<file path="src/rtl/cpu_ctrl_pkg.sv">
`default_nettype none
// ============================================================================
// Module   : cpu_ctrl_pkg
// Brief    : Shared widths, micro-address map and microword layout for the
//            microprogrammed control unit.
// Revision : 1.0 - initial release
// ============================================================================
package cpu_ctrl_pkg;

  localparam int UADDR_W = 6;
  localparam int UCTRL_W = 20;
  localparam int UOP_W   = 26;
  localparam int OPC_W   = 4;

  // Microword layout: [CTRL_MSB:CTRL_LSB] control field, [NEXT_MSB:NEXT_LSB] next field
  localparam int NEXT_LSB = 0;
  localparam int NEXT_MSB = UADDR_W - 1;
  localparam int CTRL_LSB = UADDR_W;
  localparam int CTRL_MSB = UOP_W - 1;
  localparam int COND_BIT = 19;

  typedef logic [UADDR_W-1:0] uaddr_t;
  typedef logic [UCTRL_W-1:0] uctrl_t;
  typedef logic [OPC_W-1:0]   opcode_t;

  typedef struct packed {
    uctrl_t ctrl;
    uaddr_t next;
  } uword_t;

  localparam uaddr_t FETCH_ADDR    = 6'd0;
  localparam uaddr_t DECODE_ADDR   = 6'd2;
  localparam uaddr_t DISPATCH_BASE = 6'd3;
  localparam uaddr_t MAX_ADDR      = 6'd18;

  function automatic logic is_cond(input uword_t w);
    return w.ctrl[COND_BIT];
  endfunction

endpackage
`default_nettype wire

</file>
<file path="src/rtl/micro_sequencer_next_addr.sv">
`default_nettype none
// ============================================================================
// Module   : micro_next_addr
// Brief    : Combinational next micro-address selection (dispatch, conditional
//            branch, sequential) with out-of-range detection.
// Revision : 1.0 - initial release
// ============================================================================
module micro_next_addr
  import cpu_ctrl_pkg::*;
(
  input  logic    [UADDR_W-1:0] upc,
  input  uword_t                micro_op,
  input  logic    [OPC_W-1:0]   opcode,
  input  logic                  cond_flag,
  output logic    [UADDR_W-1:0] nxt,
  output logic                  illegal
);

  // Dispatch outranks the branch bit: the decode microword's own fields are ignored
  always_comb begin
    nxt = micro_op.next;
    if (upc == DECODE_ADDR) begin
      nxt = DISPATCH_BASE + uaddr_t'(opcode);
    end else if (is_cond(micro_op)) begin
      nxt = {micro_op.next[NEXT_MSB:NEXT_LSB+1], cond_flag};
    end
  end

  assign illegal = (nxt > MAX_ADDR);

endmodule
`default_nettype wire

</file>
<file path="src/rtl/micro_sequencer.sv">
`default_nettype none
// ============================================================================
// Module   : micro_sequencer
// Brief    : Micro-PC, microinstruction register and status pulses driving the
//            microprogram ROM and the datapath control lines.
// Revision : 1.0 - initial release
// ============================================================================
module micro_sequencer
  import cpu_ctrl_pkg::*;
(
  input  logic                clk,
  input  logic                rst_n,
  input  logic                en,
  input  logic                stall,
  input  logic [OPC_W-1:0]    opcode,
  input  logic                cond_flag,
  input  logic [UOP_W-1:0]    micro_op,
  output logic [UADDR_W-1:0]  micro_addr,
  output logic [UCTRL_W-1:0]  ctrl,
  output logic                instr_done,
  output logic                err_illegal,
  output logic [7:0]          step_cnt
);

  logic [UADDR_W-1:0] r_upc;
  logic [UCTRL_W-1:0] r_ctrl;
  logic               r_instr_done;
  logic               r_err_illegal;
  logic [7:0]         r_step_cnt;

  logic [UADDR_W-1:0] w_nxt;
  logic               w_illegal;
  logic               w_advance;

  micro_next_addr u_next_addr (
    .upc       (r_upc),
    .micro_op  (uword_t'(micro_op)),
    .opcode    (opcode),
    .cond_flag (cond_flag),
    .nxt       (w_nxt),
    .illegal   (w_illegal)
  );

  assign w_advance = en && !stall;

  always_ff @(posedge clk) begin
    if (!rst_n) begin
      r_upc         <= FETCH_ADDR;
      r_ctrl        <= '0;
      r_instr_done  <= 1'b0;
      r_err_illegal <= 1'b0;
      r_step_cnt    <= 8'd0;
    end else if (!en) begin
      r_ctrl        <= '0;
      r_instr_done  <= 1'b0;
      r_err_illegal <= 1'b0;
    end else if (!w_advance) begin
      // Stall keeps uPC and uIR so control lines stay asserted through the wait
      r_instr_done  <= 1'b0;
      r_err_illegal <= 1'b0;
    end else begin
      r_step_cnt <= r_step_cnt + 8'd1;
      if (w_illegal) begin
        r_upc         <= FETCH_ADDR;
        r_ctrl        <= '0;
        r_instr_done  <= 1'b0;
        r_err_illegal <= 1'b1;
      end else begin
        r_upc         <= w_nxt;
        r_ctrl        <= micro_op[CTRL_MSB:CTRL_LSB];
        r_instr_done  <= (r_upc != FETCH_ADDR) && (w_nxt == FETCH_ADDR);
        r_err_illegal <= 1'b0;
      end
    end
  end

  assign micro_addr  = r_upc;
  assign ctrl        = r_ctrl;
  assign instr_done  = r_instr_done;
  assign err_illegal = r_err_illegal;
  assign step_cnt    = r_step_cnt;

endmodule
`default_nettype wire

</file>
<file path="config.mk">
export PLATFORM = sky130hd
export DESIGN_NAME = micro_sequencer
export DESIGN_NICKNAME = d
export VERILOG_FILES = /design/src/rtl/cpu_ctrl_pkg.sv /design/src/rtl/micro_sequencer_next_addr.sv /design/src/rtl/micro_sequencer.sv
export SDC_FILE = /design/constraint.sdc
export NUM_CORES = 1
export LEC_CHECK = 0
export BUFFER_PORTS_ARGS = -buffer_cell sky130_fd_sc_hd__buf_4
export CORE_ASPECT_RATIO = 0.6
export CORE_UTILIZATION = 45
export CTS_CLUSTER_DIAMETER = 120
export DETAILED_ROUTE_END_ITERATION = 7
export PLACE_DENSITY = 0.75
export SYNTH_ARGS = -nofsm -noshare
export SYNTH_HDL_FRONTEND = slang
export SYNTH_SLANG_ARGS = --single-unit
</file>
<file path="constraint.sdc">
create_clock -name clk -period 2.9 [get_ports clk]
set_clock_uncertainty 0.2 [all_clocks]
set_input_delay 0.29 -clock clk [delete_from_list [all_inputs] [get_ports clk]]
set_output_delay 0.29 -clock clk [all_outputs]
set_load 0.02 [all_outputs]
</file>
## Word-level counts from Yosys, hierarchy flattened

Cells that the tools add are included.

- $add $sub $neg: 2
- Magnitude comparators: 1
- Equal/unequal tests: 1
- Muxes and demuxes: 5
- Bitwise logic cells: 3
- Reduce and logical (&&, ||, !) cells: 9

Operator list:

| operator | number |
|---|---|
| 20-bit 2-to-1 mux | 1 |
| 6-bit 2-to-1 mux | 2 |
| 8-bit by 1-bit adder with 8-bit output, second input constant | 1 |
| 6-bit by 2-bit equality test with 1-bit output, second input constant | 1 |
| 6-bit by 5-bit > comparator with 1-bit output, second input constant | 1 |
| 6-bit zero test | 1 |
| 6-bit nonzero test | 1 |
| 2-bit by 4-bit adder with 5-bit output, first input constant | 1 |
| 2-bit AND reduction | 2 |
| 4-bit OR reduction | 1 |
| 1-bit inverter | 3 |
| 3-bit AND reduction | 1 |
| 1-bit logical AND | 2 |
| 1-bit 2-to-1 mux | 2 |
| 1-bit zero test | 1 |

- Flip-flop bits (word level): 36
- Input port bits: 35
- Output and inout port bits: 36
- Word-level logic and storage cells: 26

## Longest topological paths before layout

- Depth in word-level cells: 4
- Depth in mapped cells: 7
- Depth with buffers taken out: 6

## By module

Synthesis repeated with hierarchy kept, for this count alone.

- Cell total of the unflattened synthesis: 192
- Area, all modules: 1656.6 µm²

Modules (own cells, without submodules):

| module | times used | cells an instance | area an instance (µm²) | sequential area each (µm²) |
|---|---|---|---|---|
| micro_sequencer | 1 | 167 | 1460.2 | 720.7 |
| micro_next_addr | 1 | 25 | 196.4 | 0.0 |

## Least setup slack after synthesis

No wires, ideal clock.

- Path type: flip-flop to flip-flop
- Start point: register r_upc[1] (netlist: micro_addr[1])
- End point: register r_ctrl[0] (netlist: ctrl[0])
- Library setup time: 0.059 ns
- Arrival: 1.972 ns
- Required time: 2.641 ns
- Path slack: 0.669 ns
- Cell stages (with the launch flop): 7
- Buffers on the path: 2
- Clock period less this slack: 2.231 ns
- Path through: dfxtp_1 -> or4b_4 -> or2_0 -> buf_2 -> a211oi_4 -> buf_6 -> a22o_1

- Cells in the longest elaborated chain, start to end: 4

Ends and longest elaborated chain:

| item | RTL line | source |
|---|---|---|
| from (decl) | micro_sequencer.sv:25 | `logic [UADDR_W-1:0] r_upc;` |
| from (signal assigned) | micro_sequencer.sv:69 | `r_upc <= w_nxt;` |
| 6-bit by 2-bit equality test with 1-bit output | micro_sequencer_next_addr.sv:22 | `if (upc == DECODE_ADDR) begin` |
| 6-bit 2-to-1 mux | micro_sequencer_next_addr.sv:22 |  |
| 6-bit by 5-bit > comparator with 1-bit output | micro_sequencer_next_addr.sv:29 | `assign illegal = (nxt > MAX_ADDR);` |
| 20-bit 2-to-1 mux | micro_sequencer.sv:63 | `if (w_illegal) begin` |
| to (signal assigned) | micro_sequencer.sv:70 | `r_ctrl <= micro_op[CTRL_MSB:CTRL_LSB];` |
| to (decl) | micro_sequencer.sv:26 | `logic [UCTRL_W-1:0] r_ctrl;` |

Every way passes these cells.
A chain may end at the register's enable or synchronous reset.

## Final worst setup path

- Start point: register r_upc[5] (netlist: micro_addr[5])
- End point: register r_upc[1] (netlist: micro_addr[1])

- Cells in the longest elaborated chain, start to end: 4

Ends and longest elaborated chain:

| item | RTL line |
|---|---|
| 6-bit by 2-bit equality test with 1-bit output * | micro_sequencer_next_addr.sv:22 |
| 6-bit 2-to-1 mux * | micro_sequencer_next_addr.sv:22 |
| 6-bit by 5-bit > comparator with 1-bit output | micro_sequencer_next_addr.sv:29 |
| 6-bit 2-to-1 mux * | micro_sequencer.sv:63 |

Every way passes the cells marked *; elsewhere a longest branch is shown, timed or not.

==> impl_metrics.json <==
{
  "outcome": "complete, no violations",
  "firstDrtPassIters": 5,
  "drive_gt1_share_pct": 40.87,
  "p_switching_mw": 0.2434,
  "p_per_area_mw_per_mm2": 499.2,
  "clock-sinks": 36,
  "cts_tree": "built",
  "rrSetupSlack_ns": 0.59,
  "crit_arrival_ns": 2.34,
  "drc": 0,
  "grt_max_degree": 26,
  "h-tree-depth": 2,
  "clk_latency_ns": 0.28,
  "fill_cells": 234,
  "critical_path.startpoint_type": "flop",
  "dp.cells": 242,
  "seqCellArea_sq_um": 720.7,
  "gp_congestion": 0.9370,
  "grt.overflow.total": 0,
  "syn_to_final_growth_pct": 45.21,
  "port_buffers": 70,
  "fin_tns_setup_ns": 0,
  "path_max_fanout": 25,
  "synth_seq_cells": 36,
  "ant_nets": 0,
  "core_region_area_sq_mm": 0.002984,
  "placementRows": 15,
  "critPathKind": "reg -> reg",
  "grt_usage_pct": 22.99,
  "die_h_um": 46.18,
  "cp_data_required_time_ns": 2.93,
  "hold-worst-slack_ns": 0.005832,
  "root_buffer": "clkbuf_8",
  "synth_edf_count": 0,
  "wirelength_um": 3867,
  "worst_hold_path_type": "in -> reg",
  "diodes": 0,
  "synth_area_per_cell_sq_um": 10.84,
  "cts_setup_buffers": 0,
  "grt_pass1_wl_um": 5651,
  "finalNonFillerCells": 250,
  "dr.first_iter.drc_count": 92,
  "max_cap_violations": 0,
  "min_period_over_period_pct": 79.67,
  "antenna_found_initial": 0,
  "dieArea_sq_mm": 0.003493,
  "vias_per_cell": 5.380,
  "multi_input_area_sq_um": 689.4,
  "synth_top_area_cell": "dfxtp_1",
  "start_util_pct": 49.06,
  "clkPwrFrac_pct": 41.0,
  "relSlewSlack_pct": 54.23,
  "drv_slew": 0,
  "wl_per_cell_um": 15.47,
  "worst_slew_pin_slew_ns": 0.6866,
  "pin_count": 71,
  "ir_drop_v": 0.0003257,
  "ctsResizeCount": 0,
  "final_hold_viol_count": 0,
  "pwr-share-comb_pct": 11.0,
  "dr_total_vias": 1345,
  "p_leak_nw": 0.9938,
  "ys_types": 36,
  "syn-cell-area_sq_mm": 0.001464,
  "fmax_mhz": 432.8,
  "min_period_ns": 2.310,
  "switching_share_pct": 22.94,
  "grt_pass1_vias": 1160,
  "syn_inst": 135,
  "pwr-share-seq_pct": 47.9,
  "die_w_um": 75.64,
  "dpl.hpwl_um": 2937,
  "synth_seq_area_share_pct": 49.23,
  "cts_buffers": 5,
  "cts_buffer_depth": 2,
  "ys_top_cells_by_area": "dfxtp_1 49%, a22o_1 14%, xnor2_1 3.6%",
  "worst_slack_ns": 0.5896,
  "setup_viol": 0,
  "synth_flop_cell": "dfxtp_1",
  "power.internal_mw": 0.8177,
  "synth-async-reset-ratio_pct": 0,
  "path_clk_slew_ns": 0.08,
  "syn_nets": 172,
  "nets": 244,
  "yosys_warnings": 0,
  "synth_top_area_share_pct": 49.23,
  "ctsHoldBuffers": 0,
  "endpoint_kind": "flop",
  "rsz0062_at_grt": "false",
  "pre_cts_ws_ns": 0.6220
}
-- cells in the final DEF, fill, tap and decap left out, types with 2 or more instances in the layout --
cell	synthesis	final
nor4_1	2	2
and2_1	8	8
buf_4	0	72
ha_1	2	2
mux2i_1	2	2
and3_1	4	4
nor2b_1	3	3
nand2_1	5	5
clkbuf_8	0	5
nand4_1	3	3
xor2_1	3	3
a22o_1	24	24
a21oi_1	2	2
xnor2_1	6	6
inv_1	3	3
nor2_1	2	2
dfxtp_1	36	36
o21ai_0	7	7
-- through the flow --
stage / utilization (%) / instance area [sq um] / power, mW
after global placement: 67.51 / 2014 / 0.6341
after CTS: 71.24 / 2126 / 1.066
after global routing: 71.24 / 2126 / 1.094
after detailed placement: 67.51 / 2014 / 0.6361
after floorplan: - / 1464 / 0.5720
final: 71.24 / 2126 / 1.061
-- critical path: stages (launching register included) --
cell and delay [ns]:
dfxtp_1 0.34, or4b_4 0.57, or2_0 0.37, a211oi_4 0.28, buf_4 0.30, a41o_1 0.20
-- final timing paths --
| kind | start | endpoint | depth (start not counted) |
|---|---|---|---|
| setup reg to reg | micro_addr[5]$_SDFFE_PN0P_ | micro_addr[1]$_SDFFE_PN0P_ | 5 |
| setup / recovery | micro_addr[5]$_SDFFE_PN0P_ | micro_addr[1]$_SDFFE_PN0P_ | 5 |
| hold / removal | micro_op[7] | ctrl[1]$_SDFFE_PN0P_ | 2 |
| hold reg to reg | ctrl[15]$_SDFFE_PN0P_ | ctrl[15]$_SDFFE_PN0P_ | 1 |
-- power by group through the flow --
stage	registers (mW)	logic, mW	clock network [mW]
2_1_floorplan	0.530	0.0423	0
3_3_place_gp	0.520	0.114	0
3_5_place_dp	0.520	0.116	0
4_1_cts	0.509	0.116	0.441
5_1_grt	0.510	0.126	0.459
6_report	0.509	0.117	0.435
-- final cells by class --
class / count / share of cell area [%]
inverters: 3 / 0.5297
clock inverters: 3 / 2.001
well taps: 42 / 2.472
repair buffers: 72 / 25.43
clock buffers: 5 / 3.237
multi-input cells: 89 / 32.43
flip-flops and latches: 36 / 33.90
-- state kept, by name, indices dropped and copies added (netlist names) --
signal       flops
ctrl            20
err_illegal      1
instr_done       1
micro_addr       6
step_cnt         8
-- kinds of logic after synthesis --
| family | count (synthesis) | synth area share, % |
|---|---|---|
| compound gates | 39 | 21.97 |
| xor+xnor | 9 | 5.385 |
| fa+ha+maj | 2 | 1.709 |
| buf+inv | 10 | 3.674 |
| flops | 36 | 49.23 |
| mux | 4 | 2.906 |
| simple gates | 35 | 15.13 |
-- Yosys cell counts (all sizes together), types with 3 or more instances --
| master | number |
|---|---|
| dfxtp | 36 |
| a22o | 24 |
| and2 | 8 |
| o21ai | 7 |
| xnor2 | 6 |
| nand2 | 5 |
| and3 | 4 |
| buf | 4 |
| clkbuf | 3 |
| inv | 3 |
| nand4 | 3 |
| nor2b | 3 |
| xor2 | 3 |
-- metal layers --
metal  global-route usage, %  up-vias  wire length [um]
met4                   7.778        0                29
met5                       0        -                 0
li1                        -      643                 -
met1                   35.02      635              1977
met2                   30.00       62              1527
met3                   6.783        5               333
No activity file was read; power rests on OpenSTA's default activity.
